===== config.mk =====
export PLATFORM = sky130hd
export DESIGN_NAME = hazard_scoreboard
export DESIGN_NICKNAME = d
export VERILOG_FILES = /design/src/rtl/hazard_scoreboard.sv
export SDC_FILE = /design/constraint.sdc
export NUM_CORES = 1
export LEC_CHECK = 0
export CORE_MARGIN = 2
export CORE_UTILIZATION = 45
export DETAILED_ROUTE_END_ITERATION = 16
export HOLD_SLACK_MARGIN = 0.05
export PLACE_DENSITY = 0.66
export RECOVER_POWER = 25
export SYNTH_ARGS = -nofsm -noshare
export SYNTH_HDL_FRONTEND = slang
export SYNTH_SLANG_ARGS = --single-unit

===== constraint.sdc =====
create_clock -name clk -period 3.7 [get_ports clk]
set_clock_uncertainty 0.15 [all_clocks]
set_input_delay 0.37 -clock clk [delete_from_list [all_inputs] [get_ports clk]]
set_output_delay 0.37 -clock clk [all_outputs]
set_load 0.02 [all_outputs]

===== src/rtl/hazard_scoreboard.sv =====
// ---------------------------------------------------------------------------
// hazard_scoreboard
//
// Purpose:
//   RAW hazard scoreboard for the pipelined core. It generalises the old
//   single load-use detector. Each architectural register has a small
//   countdown. The countdown holds the number of cycles left before that
//   register's in-flight result can be forwarded. While the instruction in ID
//   reads a register whose countdown is non-zero, the front end stalls and a
//   bubble goes into ID/EX.
//
// Parameters:
//   NREG    - architectural register count (register 0 is hard-wired zero)
//   RAW     - register index width, clog2(NREG)
//   MAX_LAT - largest producer latency tracked, in stall cycles
//   CW      - countdown width, clog2(MAX_LAT+1)
//
// Ports:
//   clk, rst                 - clock, synchronous active-high reset
//   id_valid                 - ID holds a real instruction
//   id_rs1/id_rs2            - source register indices
//   id_rs1_used/id_rs2_used  - the instruction actually reads that source
//   id_rd, id_regwrite       - destination index and its write enable
//   id_lat                   - stall cycles a consumer of rd must wait
//   flush                    - squash the ID instruction this cycle
//   pc_write, if_id_write    - front-end advance enables (low = stall)
//   ctrl_bubble              - zero the control word going into ID/EX
//   stall_src                - bit0: rs1 caused the stall, bit1: rs2 did
//   pending                  - bit r set while register r's countdown is non-zero
//
// Optional feature (macro HAZARD_SCOREBOARD_STATS_EN):
//   When defined, the outputs stall_cycles[31:0] and stall_events[31:0] are
//   added. They count stalled cycles and stall onsets. Both wrap and clear
//   on rst.
// ---------------------------------------------------------------------------
module hazard_scoreboard #(
    parameter int NREG    = 32,
    parameter int RAW     = 5,
    parameter int MAX_LAT = 4,
    parameter int CW      = $clog2(MAX_LAT + 1)
) (
    input  logic            clk,
    input  logic            rst,
    input  logic            id_valid,
    input  logic [RAW-1:0]  id_rs1,
    input  logic [RAW-1:0]  id_rs2,
    input  logic            id_rs1_used,
    input  logic            id_rs2_used,
    input  logic [RAW-1:0]  id_rd,
    input  logic            id_regwrite,
    input  logic [CW-1:0]   id_lat,
    input  logic            flush,
    output logic            pc_write,
    output logic            if_id_write,
    output logic            ctrl_bubble,
    output logic [1:0]      stall_src,
    output logic [NREG-1:0] pending
`ifdef HAZARD_SCOREBOARD_STATS_EN
    ,
    output logic [31:0]     stall_cycles,
    output logic [31:0]     stall_events
`endif
);

    logic [CW-1:0] cnt_q   [NREG];
    logic [CW-1:0] cnt_d   [NREG];
    logic [CW-1:0] cnt_dec [NREG];

    logic          haz1;
    logic          haz2;
    logic          stall;
    logic          issue;
    logic [CW-1:0] lat_s;

    // Hazard detection. Register 0 is never a real dependency, even if a
    // stray countdown were present. A flush overrides the stall because the
    // squashed instruction does not need its operands.
    always_comb begin
        haz1  = id_valid & id_rs1_used & (id_rs1 != '0) & (cnt_q[id_rs1] != '0);
        haz2  = id_valid & id_rs2_used & (id_rs2 != '0) & (cnt_q[id_rs2] != '0);
        stall = (haz1 | haz2) & ~flush;
        issue = id_valid & ~stall & ~flush & id_regwrite & (id_rd != '0);
        // id_lat can encode values above MAX_LAT, so clamp it to the tracked maximum.
        lat_s = (id_lat > CW'(MAX_LAT)) ? CW'(MAX_LAT) : id_lat;
    end

    always_comb begin
        pc_write    = ~stall;
        if_id_write = ~stall;
        ctrl_bubble = stall | flush;
        stall_src   = {haz2, haz1} & {2{~flush}};
    end

    // Every countdown saturates at zero. An issue into a register that is
    // still pending takes the larger of the remaining and the new latency.
    // A WAW reissue therefore never makes a consumer wait less than the
    // older producer requires.
    always_comb begin
        for (int r = 0; r < NREG; r++) begin
            cnt_dec[r] = (cnt_q[r] != '0) ? cnt_q[r] - CW'(1) : '0;
            if (issue && (id_rd == RAW'(r))) begin
                cnt_d[r] = (cnt_dec[r] > lat_s) ? cnt_dec[r] : lat_s;
            end else begin
                cnt_d[r] = cnt_dec[r];
            end
        end
    end

    always_comb begin
        for (int r = 0; r < NREG; r++) begin
            pending[r] = (cnt_q[r] != '0);
        end
    end

    always_ff @(posedge clk) begin
        if (rst) begin
            for (int r = 0; r < NREG; r++) begin
                cnt_q[r] <= '0;
            end
        end else begin
            for (int r = 0; r < NREG; r++) begin
                cnt_q[r] <= cnt_d[r];
            end
        end
    end

`ifdef HAZARD_SCOREBOARD_STATS_EN
    logic [31:0] stall_cycles_q;
    logic [31:0] stall_cycles_d;
    logic [31:0] stall_events_q;
    logic [31:0] stall_events_d;
    logic        stall_prev_q;
    logic        stall_prev_d;

    // An event is a 0->1 transition of stall. The previous stall value is
    // registered so that a multi-cycle stall counts as one event.
    always_comb begin
        stall_cycles_d = stall_cycles_q + {31'd0, stall};
        stall_events_d = stall_events_q + {31'd0, (stall & ~stall_prev_q)};
        stall_prev_d   = stall;
    end

    always_ff @(posedge clk) begin
        if (rst) begin
            stall_cycles_q <= '0;
            stall_events_q <= '0;
            stall_prev_q   <= 1'b0;
        end else begin
            stall_cycles_q <= stall_cycles_d;
            stall_events_q <= stall_events_d;
            stall_prev_q   <= stall_prev_d;
        end
    end

    assign stall_cycles = stall_cycles_q;
    assign stall_events = stall_events_q;
`endif

endmodule

==> flow_summary.yaml <==
run_status:
  status: "finished with violations"
  violations: "capacitance limit"
yosys:
  synthDistinctLibCells: 56
  synth_edf_count: 0
  synth.area.top_cells: "dfxtp_1 23%, ha_1 14%, mux2_1 7.3%, nand2_1 5.2%, mux2i_1 4.4%"
  async_reset_ff_share_pct: 0
  synth_area_leader_cell: "dfxtp_1"
  syn_area_per_cell_um2: 8.37
  yosysWarnings: 0
  synth_flop_cell: "dfxtp_1"
  synth-seq-cells: 96
  syn_area_um2: 8210
  syn_nets: 1101
  synth_cells: 981
  synth_seq_area_share_pct: 23.4
  synth_top_area_share_pct: 23.4
route:
  vias: 7389
  avgViaCountPerCell: 5.68
  routed_wl_um: 23100
  wl_met2_um: 10800
  final_antenna_net_count: 0
  dr_wl_met3_um: 1080
  top_layer_used: "met5"
  wl_met1_um: 10300
  drc: 0
  first_pass_iters: 7
  routedWlPerCell_um: 17.8
  drt-initial-drc-count: 433
pwr:
  ir_drop_uv: 215
  p_per_area_nw_per_um2: 240
  total_leakage_power_nw: 4.48
sta:
  slew_headroom_pct: 0.174
  fmax_ghz: 0.282
  worstMarginPinSlew_ns: 1.50
  rsz0062_at_grt: "no"
  post-route-min-period_ns: 3.55
  drv_slew: 0
  hold_viol_final: 0
  timing.final.ws_setup_ns: 0.152
  setup_viol: 0
  final.setup.tns_ns: 0
  post-route-period-util_pct: 95.9
worst_setup_path:
  cp_max_fo: 4
  cp.arrival_ns: 3.03
  required_ns: 3.18
  crit_buf_inv: 3
  crit_top_cell: "clkdlybuf4s50_1"
  worstSetupPathType: "primary input to output pin"
  cp_cell_sequence: "clkdlybuf4s50_1 -> inv_1 -> mux4_2 -> mux2_2 -> o2111ai_2 -> nand3_2 -> nand3b_1 -> clkdlybuf4s50_1"
  crit_family: "buffers and inverters"
  start_kind: "primary input"
  cp_slowest_cell: "clkdlybuf4s50_1"
  max_stage_delay_ns: 0.62
  end_kind: "output pin"
grt:
  grt_pass1_wl_um: 37900
  grt_pass1_vias: 7070
  grt_usage_pct: 24.6
  grt_max_degree: 63
  antenna_found_initial: 1
  grt.overflow.total: 0
clock_tree:
  post-cts-setup-buffers: 0
  cts_tree: "built"
  cts-htree-levels: 3
  cts_root_buf: "clkbuf_16"
  clk_pin_slew_ns: 0.07
  hold_buffers: 0
  cts_num_sinks: 96
  clkLatencyLatePin_ns: 0.36
  cts_inserted_buffers: 9
  clockBufferDepth: 2
floorplanning:
  start_util_pct: 45.7
  io_pins: 62
  die_h_um: 139
  num_rows: 49
  core_um2: 18000
  die-area_um2: 19400
  fp.dieW_um: 139
placed_design:
  post-place-ws_ns: 0.159
  gp_congestion: 0.935
  portBuffers: 61
  dp_hpwl_um: 17100
finish:
  final_nets: 1187
  top_regs: "cnt_q x96"
  multi_input_area_um2: 5850
  area_delta_synth_final_pct: 16.5
  drive_gt1_share_pct: 13.0
  n_antenna_cell: 0
  largest_reg_flops: 96
  regArea_um2: 1920
  mostFrequentLayoutCell: "nand2_1"
  filler_cell_count: 1699
  regMostFlops: "cnt_q"
  mostFrequentLayoutCells: "113 x nand2_1, 96 x dfxtp_1, 95 x ha_1"
run:
  cap_violations: 1
worst_hold_path:
  hold_class: "flop to flop"
-- layout make-up --
type	instances	area share, %
Multi-Input combinational cell	783	61.1
Clock inverter	5	0.340
Clock buffer	11	2.54
Inverter	67	2.63
Sequential cell	96	20.1
Timing Repair Buffer	110	10.3
Tap cell	229	2.99
-- metrics by stage --
| stage | power (W) | instance area [um2] | cells | util (%) | hold slack, ns |
|---|---|---|---|---|---|
| 2_1_floorplan | 0.00128 | 8220 | 981 | - | 0.290 |
| 3_3_place_gp | 0.00141 | 9300 | 1285 | 51.8 | 0.304 |
| 3_5_place_dp | 0.00142 | 9300 | 1285 | 51.8 | 0.306 |
| 4_1_cts | 0.00232 | 9570 | 1301 | 53.3 | 0.317 |
| 5_1_grt | 0.00240 | 9570 | 1301 | 53.3 | 0.341 |
| 6_report | 0.00230 | 9570 | 1301 | 53.3 | 0.312 |
-- layer usage --
layer	vias up	GRT usage [%]
li1	3681	-
met1	3471	30.7
met2	177	41.6
met3	58	4.73
met4	2	10.2
met5	-	0
-- cells in the mapped netlist (4+ instances only) --
library cell and instances:
nand2_1 114, nand3_4 10, a21oi_1 67, mux2_1 53
mux2_2 11, nor4_1 12, nand3_1 5, a211oi_1 5
mux2i_1 36, nand3_2 10, nor3_2 5, o21ai_0 9
nand2b_1 19, nor3_1 45, nand4_4 8, nor2b_1 38
dfxtp_1 96, or3_1 32, and2_1 32, clkbuf_1 20
inv_1 66, or2_2 22, nor2_1 54, a21o_1 30
buf_6 4, buf_2 6, a31oi_1 34, ha_1 95
-- logic make-up (layout without fill, tap and decap cells) --
group	Yosys count	count (layout)	share of synthesized area, %
fa+ha+maj	95	95	14.5
simple gates	417	417	29.6
flops	96	96	23.4
buf+inv	102	193	5.53
compound gates	168	168	13.0
mux	103	103	14.0
-- final timing paths --
| kind | from | endpoint | slack, ns | cells past startpoint |
|---|---|---|---|---|
| hold / removal | cnt_q[0][2]$_SDFF_PP0_ | cnt_q[0][1]$_SDFF_PP0_ | 0.31 | 2 |
| hold reg to reg | cnt_q[0][2]$_SDFF_PP0_ | cnt_q[0][1]$_SDFF_PP0_ | 0.31 | 2 |
| setup / recovery | id_rs2[2] | ctrl_bubble | 0.15 | 8 |
| setup reg to reg | cnt_q[5][0]$_SDFF_PP0_ | cnt_q[20][1]$_SDFF_PP0_ | 0.67 | 8 |
-- tightest hold or removal path, delay by kind of cell (launching register included) --
family	cells	cell delay, ns
flops	1	0.32
compound gates	1	0.05
simple gates	1	0.05
-- repair_timing --
action                                 in CTS  in global routing
endpoints found under the hold margin       0                  0
gates resized for setup                     0                  2
setup endpoints to repair                   0                  2
-- power breakdown --
group          internal, W  switching (W)
Sequential         0.00103     0.00000163
Combinational     0.000139       0.000222
Clock             0.000473       0.000426
Note: power is estimated with default switching activity, not from simulation.
